==> src/rtl/l1_mem_pkg.sv <==
// Shared definitions for the L1 side of the compressed line-fill protocol:
// FSM states, line geometry and the idle value of the data-ack index.
package l1_mem_pkg;

    localparam int unsigned LINE_WORDS      = 8;
    localparam logic [3:0]  ACK_IDLE        = 4'b1111;
    localparam logic [2:0]  LAST_IDX        = 3'd7;
    localparam logic [31:0] LINE_ALIGN_MASK = 32'hFFFF_FFF8;

    typedef enum logic [2:0] {
        IDLE,
        REQ,
        ADDR,
        WAIT_CNT,
        WAIT_BASE,
        FINISH,
        DONE
    } fill_state_t;

    function automatic logic [31:0] line_align(input logic [31:0] addr);
        return addr & LINE_ALIGN_MASK;
    endfunction

endpackage

==> src/rtl/line_run_buffer.sv <==
// 8x32 line storage with a per-word valid mask; one write fills a run of
// consecutive words with the same value.
module line_run_buffer
    import l1_mem_pkg::*;
(
    input  logic                         CLK,
    input  logic                         RST,
    input  logic                         clear,
    input  logic                         wr_en,
    input  logic [2:0]                   wr_start,
    input  logic [3:0]                   wr_count,
    input  logic [31:0]                  wr_data,
    output logic [32*LINE_WORDS-1:0]     line,
    output logic [LINE_WORDS-1:0]        valid_mask
);

    logic [LINE_WORDS-1:0] run_mask;

    // Words at or beyond the end of the line simply fall outside the mask.
    always_comb begin
        run_mask = '0;
        for (int unsigned i = 0; i < LINE_WORDS; i++) begin
            run_mask[i] = (i >= 32'(wr_start)) &&
                          (i < 32'(wr_start) + 32'(wr_count));
        end
    end

    always_ff @(posedge CLK or posedge RST) begin
        if (RST) begin
            line       <= '0;
            valid_mask <= '0;
        end else if (clear) begin
            line       <= '0;
            valid_mask <= '0;
        end else if (wr_en) begin
            for (int unsigned i = 0; i < LINE_WORDS; i++) begin
                if (run_mask[i]) begin
                    line[32*i +: 32] <= wr_data;
                end
            end
            valid_mask <= valid_mask | run_mask;
        end
    end

endmodule

==> src/rtl/l1_line_fill_unit.sv <==
// L1-side receiver for compressed line fills: requests a line from memory,
// expands (base, run count) pairs into a line buffer and hands it to the L1.
module l1_line_fill_unit #(
    parameter int unsigned LINE_WORDS     = 8,
    parameter int unsigned TIMEOUT_CYCLES = 256
) (
    input  logic                        CLK,
    input  logic                        RST,
    input  logic                        req_valid,
    input  logic [31:0]                 req_addr,
    output logic                        req_ready,
    output logic                        fill_valid,
    output logic [31:0]                 fill_addr,
    output logic [32*LINE_WORDS-1:0]    fill_line,
    output logic                        fill_err,
    output logic                        VALID,
    output logic                        LOAD,
    output logic                        STORE,
    input  logic                        READY,
    output logic [31:0]                 DATA_L1,
    input  logic [31:0]                 DATA_MEM,
    output logic                        ACK_ADDR_L1,
    input  logic                        ACK_ADDR_MEM,
    output logic [3:0]                  ACK_DATA_L1,
    input  logic [3:0]                  ACK_DATA_MEM,
    output logic                        ACK_COUNT_L1,
    input  logic                        ACK_COUNT_MEM,
    output logic                        RESET_ACK_L1,
    input  logic                        RESET_ACK_MEM
);

    import l1_mem_pkg::*;

    localparam int unsigned TW           = $clog2(TIMEOUT_CYCLES + 1);
    localparam logic [TW-1:0] TIMEOUT_LAST = TW'(TIMEOUT_CYCLES - 1);

    fill_state_t           state;
    logic [TW-1:0]         timer;
    logic [31:0]           line_addr;
    logic [31:0]           base;
    logic [2:0]            idx;
    logic                  run_err;
    logic [LINE_WORDS-1:0] valid_mask;

    logic                  accept;
    logic                  timed_out;
    logic                  buf_wr;
    logic [3:0]            cnt_eff;
    logic [4:0]            run_sum;
    logic [3:0]            run_len;
    logic [2:0]            run_last;
    logic                  cnt_err;

    assign STORE     = 1'b0;
    assign fill_addr = line_addr;
    assign accept    = req_valid && req_ready;
    assign timed_out = (state != IDLE) && (state != DONE) && (timer == TIMEOUT_LAST);
    assign buf_wr    = (state == WAIT_CNT) && ACK_COUNT_MEM && !timed_out;

    // A zero count still consumes one word; runs past word 7 are clipped.
    always_comb begin
        cnt_eff = (DATA_MEM[3:0] == 4'd0) ? 4'd1 : DATA_MEM[3:0];
        run_sum = {2'b00, idx} + {1'b0, cnt_eff};
        cnt_err = (DATA_MEM[3:0] == 4'd0) || (DATA_MEM[31:4] != '0);
        if (run_sum > 5'd8) begin
            run_len  = 4'(5'd8 - {2'b00, idx});
            run_last = LAST_IDX;
            cnt_err  = 1'b1;
        end else begin
            run_len  = cnt_eff;
            run_last = 3'(run_sum - 5'd1);
        end
    end

    line_run_buffer u_buf (
        .CLK        (CLK),
        .RST        (RST),
        .clear      (accept),
        .wr_en      (buf_wr),
        .wr_start   (idx),
        .wr_count   (run_len),
        .wr_data    (base),
        .line       (fill_line),
        .valid_mask (valid_mask)
    );

    always_ff @(posedge CLK or posedge RST) begin
        if (RST) begin
            state        <= IDLE;
            timer        <= '0;
            line_addr    <= '0;
            base         <= '0;
            idx          <= '0;
            run_err      <= 1'b0;
            req_ready    <= 1'b0;
            fill_valid   <= 1'b0;
            fill_err     <= 1'b0;
            VALID        <= 1'b0;
            LOAD         <= 1'b0;
            DATA_L1      <= '0;
            ACK_ADDR_L1  <= 1'b0;
            ACK_DATA_L1  <= ACK_IDLE;
            ACK_COUNT_L1 <= 1'b0;
            RESET_ACK_L1 <= 1'b0;
        end else begin
            timer        <= timer + TW'(1);
            fill_valid   <= 1'b0;
            fill_err     <= 1'b0;
            RESET_ACK_L1 <= 1'b0;
            if (timed_out) begin
                state        <= IDLE;
                timer        <= '0;
                req_ready    <= 1'b1;
                fill_err     <= 1'b1;
                RESET_ACK_L1 <= 1'b1;
                VALID        <= 1'b0;
                LOAD         <= 1'b0;
                DATA_L1      <= '0;
                ACK_ADDR_L1  <= 1'b0;
                ACK_DATA_L1  <= ACK_IDLE;
                ACK_COUNT_L1 <= 1'b0;
            end else begin
                case (state)
                    IDLE: begin
                        timer     <= '0;
                        req_ready <= 1'b1;
                        if (accept) begin
                            state     <= REQ;
                            req_ready <= 1'b0;
                            line_addr <= line_align(req_addr);
                            run_err   <= 1'b0;
                            VALID     <= 1'b1;
                            LOAD      <= 1'b1;
                        end
                    end
                    REQ: begin
                        if (READY) begin
                            state       <= ADDR;
                            timer       <= '0;
                            DATA_L1     <= line_addr;
                            ACK_ADDR_L1 <= 1'b1;
                        end
                    end
                    ADDR: begin
                        if (ACK_ADDR_MEM && !ACK_COUNT_MEM && (ACK_DATA_MEM == 4'd0)) begin
                            state        <= WAIT_CNT;
                            timer        <= '0;
                            base         <= DATA_MEM;
                            idx          <= '0;
                            ACK_ADDR_L1  <= 1'b0;
                            ACK_DATA_L1  <= 4'd0;
                            ACK_COUNT_L1 <= 1'b0;
                        end
                    end
                    WAIT_CNT: begin
                        if (ACK_COUNT_MEM) begin
                            state        <= (run_last == LAST_IDX) ? FINISH : WAIT_BASE;
                            timer        <= '0;
                            ACK_DATA_L1  <= {1'b0, run_last};
                            ACK_COUNT_L1 <= 1'b1;
                            if (cnt_err) begin
                                run_err <= 1'b1;
                            end
                        end
                    end
                    WAIT_BASE: begin
                        // Only the base word for the next expected index is taken.
                        if (!ACK_COUNT_MEM && (ACK_DATA_MEM == ACK_DATA_L1 + 4'd1)) begin
                            state        <= WAIT_CNT;
                            timer        <= '0;
                            base         <= DATA_MEM;
                            idx          <= ACK_DATA_MEM[2:0];
                            ACK_DATA_L1  <= ACK_DATA_MEM;
                            ACK_COUNT_L1 <= 1'b0;
                        end
                    end
                    FINISH: begin
                        if (RESET_ACK_MEM || !READY) begin
                            state        <= DONE;
                            timer        <= '0;
                            VALID        <= 1'b0;
                            LOAD         <= 1'b0;
                            DATA_L1      <= '0;
                            ACK_COUNT_L1 <= 1'b0;
                            ACK_DATA_L1  <= ACK_IDLE;
                            RESET_ACK_L1 <= 1'b1;
                            fill_valid   <= 1'b1;
                            fill_err     <= run_err || (valid_mask != '1);
                        end
                    end
                    DONE: begin
                        state     <= IDLE;
                        timer     <= '0;
                        req_ready <= 1'b1;
                    end
                    default: begin
                        state <= IDLE;
                        timer <= '0;
                    end
                endcase
            end
        end
    end

endmodule

==> config.mk <==
export PLATFORM = sky130hd
export DESIGN_NAME = l1_line_fill_unit
export DESIGN_NICKNAME = d
export VERILOG_FILES = /design/src/rtl/l1_mem_pkg.sv /design/src/rtl/line_run_buffer.sv /design/src/rtl/l1_line_fill_unit.sv
export SDC_FILE = /design/constraint.sdc
export NUM_CORES = 1
export LEC_CHECK = 0
export CAP_MARGIN = 20
export CORE_MARGIN = 5
export CORE_UTILIZATION = 45
export CTS_CLUSTER_SIZE = 10
export DETAILED_ROUTE_END_ITERATION = 6
export GPL_TIMING_DRIVEN = 0
export PLACE_DENSITY = 0.74
export SYNTH_ARGS = -nofsm -noshare
export SYNTH_HDL_FRONTEND = slang
export SYNTH_SLANG_ARGS = --single-unit
==> constraint.sdc <==
create_clock -name CLK -period 17.53 [get_ports CLK]
set_input_delay 4.3825 -clock CLK [delete_from_list [all_inputs] [get_ports CLK]]
set_output_delay 4.3825 -clock CLK [all_outputs]
set_load 0.02 [all_outputs]
==> impl_metrics.csv, run 1 <==
group,metric,value,unit
setup_path,endpoint_kind,"flip-flop",
sta,setup_viol,0,
sta,timing_worst_slew_pin_value,0.853,ns
floorplan,initial_core_util,45.6,%
setup_path,critPathLaunchType,"input port",
sta,relSlewSlack,42.6,%
sta,max_freq,99.7,MHz
layout,syn2layout_area_growth,37.4,%
synthesis,synth_area_leaders,"dfrtp_1 (60%), o21ai_0 (6.4%), nand3_1 (5.4%)",
setup_path,crit_chain,"clkdlybuf4s50_1 -> nor4_1 -> or2_2 -> ha_1 -> fa_1 -> inv_1 -> ha_1 -> inv_1 -> o41ai_1 -> a211o_1 -> buf_1 -> mux2_2 -> ha_1 -> fa_1 -> xnor2_1 -> a21boi_0 -> a21oi_1 -> buf_2 -> buf_1 -> o21ai_0",
clocking,postCtsResizedCells,0,
layout,design_area,21600,um^2
setup_path,crit_slowest_cell,"clkdlybuf4s50_1",
clocking,max-clock-path-buffers,3,
synthesis,synthCells,1405,
synthesis,synth-edff-count,0,
floorplan,dieWidth,197,um
floorplan,ios,408,
sta,finalMaxSlewViolations,0,
clocking,postCtsHoldBufs,0,
detailed_routing,routedWlPerCell,23.9,um
global_route,grt_antenna_before_repair,12,
layout,drive_gt1_share,8.89,%
place,dp.cells,2266,
layout,final_cells,2324,
status,status,"finished clean",
place,place_congestion,0.904,
clocking,cts_tree,"yes",
setup_path,reg2reg_setup_slack,11.98,ns
synthesis,syn_area,15700,um^2
hold_path,hold_path_class,"reg2reg",
place,io_buffers,397,
sta,finalClockSkew,0.0142,ns
synthesis,synth_top_area_cell,"dfrtp_1",
setup_path,crit_fanout,10,
setup_path,crit_path_max_incr_delay,0.56,ns
detailed_routing,viasPerCell,5.72,
power_and_ir_drop,powerDensity,147,nW/um^2
global_route,grt_start_max_net_pins,133,
detailed_routing,drtIter0Drc,816,
setup_path,crit_top_cell,"ha_1",
setup_path,path_class,"in2reg",
clocking,clk_latency,0.54,ns
place,hpwl,41.8,mm
clocking,cts_root_buf,"clkbuf_16",
synthesis,synth_seq_cells,381,
synthesis,ys_async_sr_fraction,100,%
sta,hold_viol_final,0,
floorplan,core_area,34500,um^2
clocking,postCtsSetupBuffers,0,
detailed_routing,first_pass_iters,6,
setup_path,critical_path.top_delay_family,"buffers and inverters",
flow_run,drv_cap,0,
detailed_routing,vias,13297,
clocking,cts.sinks,381,
setup_path,cp.arrival,10.41,ns
detailed_routing,ant_nets,0,
global_route,grtUsageTotal,27.8,%
floorplan,rows,68,
clocking,htree_levels,2,
synthesis,seq_area_frac_synth,60.6,%
synthesis,ys.flop_type,"dfrtp_1",
synthesis,yosysUniqueCellTypes,62,
layout,fin_nets,1950,
sta,rsz0062_at_grt,"no",
clocking,cts_made_buffers,45,
detailed_routing,drc,0,
synthesis,synth_top_area_share,60.0,%
sta,layout_min_cycle_time,10.03,ns
power_and_ir_drop,peakVddDrop,0.106,mV
floorplan,fp.dieH,197,um
setup_path,required,17.91,ns
clocking,clk_pin_slew,0.05,ns
synthesis,ys.warnings.count,0,
setup_path,critPathBufInv,6,
synthesis,synth.avg_cell_area,11.2,um^2
detailed_routing,wirelength,55.6,mm
global_route,overflow,0,
sta,period_share,57.2,%
global_route,grt_pass1_vias,13672,
layout,utilization,62.6,%
place,placed_area,20400,um^2
global_route,grt_pass1_wl,83.2,mm
power_and_ir_drop,p_leak,9.52,nW
floorplan,dieArea,38800,um^2
==> area by class of cell <==
type	instances	area (um^2)
Antenna cell	1	2.50
Buffer	116	523
Clock buffer	54	1200
Clock inverter	3	30.0
Fill cell	2849	12900
Inverter	22	90.1
Multi-Input combinational cell	892	5610
Sequential cell	381	9540
Tap cell	455	569
Timing Repair Buffer	400	4060
==> metrics by stage <==
stage | total power, W | TNS (ns) | hold WS (ns) | worst slack [ns]
finish | 0.00318 | 0 | 0.478 | 7.50
global route | 0.00334 | 0 | 0.525 | 7.07
CTS | 0.00319 | 0 | 0.479 | 7.64
detailed placement | 0.00236 | 0 | 0.474 | 7.10
global placement | 0.00234 | -642.63 | 0.466 | -1.74
floorplan | 0.00185 | 0 | 0.448 | 2.57
==> path summary, 6_finish.rpt <==
path / start / end / depth (start not counted)
max: DATA_MEM[3] / u_buf.line[78] / 20
min: timer[0] / timer[0] / 1
max reg2reg: idx[0] / u_buf.line[78] / 17
min reg2reg: timer[0] / timer[0] / 1
max in group asynchronous: RST / u_buf.line[18] / 4
min in group asynchronous: RST / ACK_COUNT_L1 / 2
==> cells by family after synthesis <==
logic type	after synthesis	synth area share, %
and+or+nand+nor	392	12.3
DFF	381	60.6
AOI/OAI and AO/OA	333	12.3
buffers and inverters	138	3.85
muxes	128	8.65
adders and majority gates	17	1.45
xor gates and xnor gates	15	0.835
other	1	0.0238
==> synthesized netlist by cell type (all sizes together) (10+ instances only) <==
library cell and count:
nand3b 33, dfrtp 377, ha 15, mux2 64, mux2i 64, buf 45, nand3 169, a22o 30
nor4 10, clkbuf 71, o21ai 207, a21oi 55, nand2 116, nor2 28, nor3 10, inv 22
==> metal layers <==
layer | global-route usage [%] | routed length (um)
met1 | 34.7 | 21200
met2 | 45.8 | 26200
met3 | 8.91 | 5800
met4 | 10.2 | 2250
met5 | 0 | 109
==> report_power, final <==
part / leakage [nW] / switching, W / total, W / internal, W
combinational: 3.76 / 0.000737 / 0.00121 / 0.000470
sequential: 5.16 / 0.000125 / 0.00116 / 0.00103
clock: 0.603 / 0.000342 / 0.000818 / 0.000475
==> layout by cell type (no fill, tap or decap), types with 3 or more instances in the layout <==
master / synthesis / final
dfstp_2: 4 / 4
nor4_1: 10 / 10
conb_1: 1 / 7
a211oi_1: 3 / 3
ha_1: 15 / 15
nor2_1: 28 / 28
a2bb2oi_1: 4 / 4
a22o_1: 30 / 30
mux2_2: 64 / 64
clkbuf_1: 71 / 77
a21oi_1: 55 / 55
o21ai_1: 5 / 5
inv_1: 22 / 21
a31oi_1: 3 / 3
clkbuf_16: 0 / 46
nor3_1: 10 / 10
nand2b_1: 3 / 3
nand3_1: 169 / 169
nand4_1: 4 / 4
clkdlybuf4s50_1: 0 / 397
buf_6: 3 / 3
xnor2_1: 6 / 6
o21ai_0: 202 / 202
dfrtp_1: 377 / 377
nor2b_1: 4 / 4
nand2_1: 116 / 116
mux2i_1: 64 / 64
buf_4: 8 / 8
o311a_1: 3 / 3
buf_2: 28 / 28
nand3b_1: 33 / 33
buf_16: 0 / 3
xor2_1: 9 / 9
o21a_1: 6 / 6
and3_1: 3 / 3
buf_1: 6 / 6
==> sequential cells by signal, summed over array words and instances, names as in the netlist, 3 cells and up <==
signal and cells:
ACK_DATA_L1 4, timer 9, u_buf.valid_mask 8, idx 3, base 32, DATA_L1 29
fill_addr 29, u_buf.line 256, state 3
No activity file was read; power rests on OpenSTA's default activity.
==> inputs of run 2 (changes only) <==
==> constraint.sdc (replaced) <==
create_clock -name CLK -period 9.7 [get_ports CLK]
set_input_delay 2.425 -clock CLK [delete_from_list [all_inputs] [get_ports CLK]]
set_output_delay 2.425 -clock CLK [all_outputs]
set_load 0.02 [all_outputs]
==> impl_metrics.csv, run 2 (same netlist as run 1, synthesis figures left out) <==
group,metric,value,unit
power_and_ir_drop,peakVddDrop,0.200,mV
floorplan,dieWidth,197,um
setup_path,crit_fanout,10,
sta,finalMaxSlewViolations,0,
floorplan,initial_core_util,45.6,%
setup_path,r2r-start,"idx[0]",
detailed_routing,vias,13320,
hold_path,hold_start,"u_buf.line[104]",
power_and_ir_drop,p_comb_share,38.2,%
sta,rsz0062_at_grt,"no",
layout,top_regs,"u_buf.line (256), base (32)",
sta,relSlewSlack,45.2,%
detailed_routing,drc,0,
clocking,cts.sinks,381,
flow_run,drv_cap,0,
floorplan,ios,408,
clocking,postCtsSetupBuffers,0,
detailed_routing,drtIter0Drc,822,
global_route,grt_pass1_wl,84.4,mm
power_and_ir_drop,sw_frac_of_total,37.9,%
power_and_ir_drop,powerDensity,263,nW/um^2
floorplan,dieArea,38800,um^2
hold_path,min_path_cells,2,
layout,fin_nets,1955,
sta,hold_viol_final,0,
global_route,overflow,0,
setup_path,path_class,"in2reg",
layout,design_area,21700,um^2
setup_path,reg2reg_setup_slack,4.12,ns
setup_path,startpoint,"DATA_MEM[3]",
floorplan,fp.dieH,197,um
layout,utilization,62.7,%
clocking,cts_tree,"yes",
place,dp.cells,2272,
status,status,"finished clean",
sta,finalClockSkew,0.0160,ns
clocking,clk_latency,0.54,ns
layout,final_cells,2326,
detailed_routing,viasPerCell,5.73,
clocking,cts_root_buf,"clkbuf_16",
sta,max_freq,123,MHz
sta,period_share,84.0,%
power_and_ir_drop,power_switching,0.00216,W
setup_path,cp.arrival,8.54,ns
setup_path,r2r-end,"u_buf.line[79]",
detailed_routing,routedWlPerCell,23.9,um
layout,final_cell_mix,"clkdlybuf4s50_1 (397), dfrtp_1 (377), o21ai_0 (202)",
global_route,grt_start_max_net_pins,45,
place,placed_area,20500,um^2
layout,fillers,2841,
setup_path,endpoint_kind,"flip-flop",
place,place_congestion,0.931,
sta,setup_viol,0,
layout,drive_gt1_share,9.04,%
place,io_buffers,397,
detailed_routing,ant_nets,0,
clocking,htree_levels,2,
layout,syn2layout_area_growth,37.7,%
power_and_ir_drop,p_clk_share,25.1,%
setup_path,required,10.09,ns
detailed_routing,first_pass_iters,5,
global_route,grt_antenna_before_repair,9,
sta,whs,0.497,ns
power_and_ir_drop,p_leak,9.54,nW
detailed_routing,wirelength,55.7,mm
power_and_ir_drop,pwr-share-seq,36.6,%
layout,top_register,"u_buf.line",
sta,layout_min_cycle_time,8.15,ns
sta,finalSetupTns,0,ns
place,hpwl,42.5,mm
hold_path,hold-path-endpoint,"u_buf.line[104]",
clocking,max-clock-path-buffers,3,
sta,timing_worst_slew_pin_value,0.822,ns
global_route,grt_pass1_vias,13964,
layout,largest_reg_flops,256,
clocking,cts_made_buffers,44,
layout,final_common_cell,"clkdlybuf4s50_1",
floorplan,rows,68,
clocking,postCtsHoldBufs,0,
floorplan,core_area,34500,um^2
clocking,postCtsResizedCells,0,
global_route,grtUsageTotal,28.2,%
clocking,clk_pin_slew,0.05,ns
power_and_ir_drop,cell_internal_pwr,0.00354,W
setup_path,critPathLaunchType,"input port",
setup_path,reg2reg_depth,19,
hold_path,hold_path_class,"reg2reg",
## run 2: changes by cell type in the layout (fill, tap and decap cells not counted), sizes merged
cell	before	now
buf	48	54
clkinvlp	0	1
clkbuf	125	122
clkinv	3	1
## run 2: worst max-delay path: stages
cell and delay [ns]:
clkdlybuf4s50_1 0.55, nor4_1 0.39, or2_2 0.20, ha_1 0.22, fa_1 0.45, inv_1 0.09, ha_1 0.16, inv_1 0.07
o41ai_1 0.27, a211o_1 0.25, buf_1 0.42, mux2_2 0.43, ha_1 0.27, a21oi_1 0.19, o21bai_1 0.16, or2_1 0.23
clkbuf_1 0.18, o311a_1 0.17, a21oi_1 0.33, buf_2 0.33, buf_1 0.51, o21ai_0 0.19
## run 2: routing by layer
metal  global-route usage, %  vias to the layer above  part of all wire (%)
met3                    8.89                      131                   9.9
li1                        -                     5874                     -
met4                    9.30                       14                   3.6
met1                    34.4                     6659                    38
met5                       0                        -                  0.21
met2                    47.7                      642                    48
## run 2: power groups by stage
stage / sequential, W / clock [W] / combinational [W]
4_1_cts: 0.00209 / 0.00145 / 0.00217
5_1_grt: 0.00213 / 0.00152 / 0.00234
3_5_place_dp: 0.00211 / 0 / 0.00217
2_1_floorplan: 0.00225 / 0 / 0.00109
6_report: 0.00209 / 0.00143 / 0.00218
3_3_place_gp: 0.00210 / 0 / 0.00212
## run 2: worst max-delay path by stage
stage	endpoint	slack, ns	depth (start not counted)
floorplan	ACK_ADDR_L1	2.16	1
CTS	u_buf.line[69]	1.72	23
global placement	u_buf.line[244]	-0.31	2
detailed placement	u_buf.line[69]	1.17	23
global route	u_buf.line[66]	1.11	23
finish	u_buf.line[79]	1.55	22
## run 2: cell type report
type | count | area, um^2 | area share [%]
Inverter | 22 | 86.3 | 0.399
Buffer | 116 | 523 | 2.41
Tap cell | 455 | 569 | 2.63
Clock inverter | 2 | 25.0 | 0.116
Multi-Input combinational cell | 892 | 5610 | 25.9
Sequential cell | 381 | 9540 | 44.0
Clock buffer | 51 | 1150 | 5.30
Timing Repair Buffer | 406 | 4150 | 19.2
Antenna cell | 1 | 2.50 | 0.0116
## run 2: metrics by stage
stage	setup slack, ns	total power, W
final	1.55	0.00570
after global routing	1.11	0.00598
after CTS	1.72	0.00572
after detailed placement	1.17	0.00427
after global placement	-0.314	0.00421
after floorplan	2.16	0.00335
==> inputs of run 3 (changes only) <==
--- a/config.mk
+++ b/config.mk
@@ -7,11 +7,11 @@
 export LEC_CHECK = 0
 export CAP_MARGIN = 20
 export CORE_MARGIN = 5
-export CORE_UTILIZATION = 45
+export CORE_UTILIZATION = 44
 export CTS_CLUSTER_SIZE = 10
 export DETAILED_ROUTE_END_ITERATION = 6
 export GPL_TIMING_DRIVEN = 0
-export PLACE_DENSITY = 0.74
+export PLACE_DENSITY = 0.75
 export SYNTH_ARGS = -nofsm -noshare
 export SYNTH_HDL_FRONTEND = slang
 export SYNTH_SLANG_ARGS = --single-unit
==> constraint.sdc (replaced) <==
create_clock -name CLK -period 7.42 [get_ports CLK]
set_input_delay 1.855 -clock CLK [delete_from_list [all_inputs] [get_ports CLK]]
set_output_delay 1.855 -clock CLK [all_outputs]
set_load 0.02 [all_outputs]
==> impl_metrics.csv, run 3 (same netlist as run 1, synthesis figures left out) <==
group,metric,value,unit
floorplan,initial_core_util,44.5,%
sta,setup_viol,0,
detailed_routing,wirelength,55.9,mm
power_and_ir_drop,powerDensity,345,nW/um^2
detailed_routing,routedWlPerCell,23.9,um
layout,drive_gt1_share,9.69,%
detailed_routing,drc,0,
flow_run,drv_cap,0,
clocking,clk_latency,0.55,ns
layout,final_common_cell,"clkdlybuf4s50_1",
setup_path,crit_slowest_cell,"clkdlybuf4s50_1",
layout,largest_reg_flops,256,
power_and_ir_drop,cell_internal_pwr,0.00465,W
floorplan,fp.dieH,199,um
floorplan,core_area,35400,um^2
floorplan,dieWidth,199,um
sta,whs,0.478,ns
detailed_routing,viasPerCell,5.65,
clocking,cts_root_buf,"clkbuf_16",
layout,top_regs,"u_buf.line (256), base (32)",
sta,layout_min_cycle_time,7.16,ns
setup_path,required,7.81,ns
setup_path,crit_chain,"clkdlybuf4s50_1 -> nor4_2 -> or2_2 -> ha_1 -> fa_1 -> inv_1 -> ha_1 -> inv_1 -> o41ai_1 -> a211o_1 -> clkbuf_2 -> mux2_2 -> ha_1 -> a21oi_1 -> o21bai_1 -> or2_1 -> clkbuf_1 -> o311a_1 -> a21oi_1 -> buf_2 -> clkbuf_1 -> o21ai_0",
sta,relSlewSlack,43.8,%
sta,hold_viol_final,0,
sta,finalMaxSlewViolations,0,
setup_path,critPathBufInv,7,
status,status,"finished clean",
power_and_ir_drop,sw_frac_of_total,38.0,%
sta,max_freq,140,MHz
setup_path,crit_path_max_incr_delay,0.66,ns
clocking,max-clock-path-buffers,3,
power_and_ir_drop,peakVddDrop,0.264,mV
place,place_congestion,0.891,
global_route,grt_pass1_wl,83.0,mm
sta,finalClockSkew,0.0167,ns
global_route,grtUsageTotal,27.5,%
place,place_ws,-0.458,ns
layout,fin_nets,1958,
global_route,overflow,0,
clocking,cts.sinks,381,
layout,final_cells,2340,
place,io_buffers,397,
layout,final_cell_mix,"clkdlybuf4s50_1 (397), dfrtp_1 (377), o21ai_0 (202)",
power_and_ir_drop,pwr-share-seq,36.5,%
clocking,cts_made_buffers,44,
detailed_routing,drtIter0Drc,869,
floorplan,rows,69,
place,placed_area,20500,um^2
sta,setup_ws,0.263,ns
power_and_ir_drop,power_switching,0.00285,W
setup_path,crit_fanout,10,
layout,top_register,"u_buf.line",
floorplan,ios,408,
setup_path,critPathLaunchType,"input port",
power_and_ir_drop,p_comb_share,38.2,%
setup_path,endpoint_kind,"flip-flop",
layout,syn2layout_area_growth,38.3,%
detailed_routing,ant_nets,0,
layout,utilization,61.5,%
setup_path,crit_top_cell,"ha_1",
global_route,grt_antenna_before_repair,7,
setup_path,cp.arrival,7.55,ns
place,dp.cells,2279,
clocking,clk_pin_slew,0.05,ns
place,hpwl,42.7,mm
global_route,grt_start_max_net_pins,42,
layout,diodes,0,
setup_path,path_class,"in2reg",
global_route,grt_pass1_vias,13555,
sta,rsz0062_at_grt,"yes",
power_and_ir_drop,p_leak,9.60,nW
detailed_routing,first_pass_iters,5,
clocking,postCtsHoldBufs,0,
floorplan,dieArea,39600,um^2
setup_path,critical_path.top_delay_family,"buffers and inverters",
clocking,htree_levels,2,
sta,period_share,96.5,%
power_and_ir_drop,p_clk_share,25.3,%
sta,timing_worst_slew_pin_value,0.843,ns
layout,design_area,21800,um^2
clocking,cts_tree,"yes",
hold_path,hold_path_class,"reg2reg",
detailed_routing,vias,13226,
[run 3: per-stage QoR]
step / setup TNS (ns) / total power [W]
floorplan: 0 / 0.00437
global placement: -757.39 / 0.00553
detailed placement: -68.95 / 0.00560
CTS: 0 / 0.00752
global route: -0.111 / 0.00788
finish: 0 / 0.00750
[run 3: repair_timing]
item | 4_1_cts | 5_1_grt
buffers inserted | 0 | 2
endpoints found under the setup margin | 0 | 253
resized for setup | 0 | 13
hold endpoints to repair | 0 | 0
[run 3: final cells by class]
cell class,count,area [um^2]
buffer,116,532
clock buffer,55,1150
clock inverter,4,50.0
fill,2904,13600
inverter,22,86.3
multi-input combinational,892,5630
sequential,381,9540
tap,461,577
timing repair buffer,409,4200
[run 3: layer usage]
metal  wire, um  global-route usage [%]
met1      20900                    34.1
met2      26400                    45.2
met3       6110                    8.82
met4       2410                    10.5
met5         81                       0
[run 3: power groups by stage]
stage               sequential [W]  combinational [W]  clock (W)
floorplan                  0.00295            0.00143          0
global placement           0.00275            0.00278          0
detailed placement         0.00276            0.00284          0
CTS                        0.00274            0.00286    0.00193
global route               0.00278            0.00309    0.00201
finish                     0.00274            0.00286    0.00190
[run 3: final timing paths]
path,startpoint,end,slack (ns),cells past startpoint
worst min-delay path,timer[0],timer[0],0.48,1
worst min register to register,timer[0],timer[0],0.48,1
min in group asynchronous,RST,fill_addr[22],1.72,2
worst max-delay path,DATA_MEM[3],u_buf.line[139],0.26,22
max in group asynchronous,RST,u_buf.line[146],4.54,5
worst max register to register,idx[0],u_buf.line[139],2.17,19
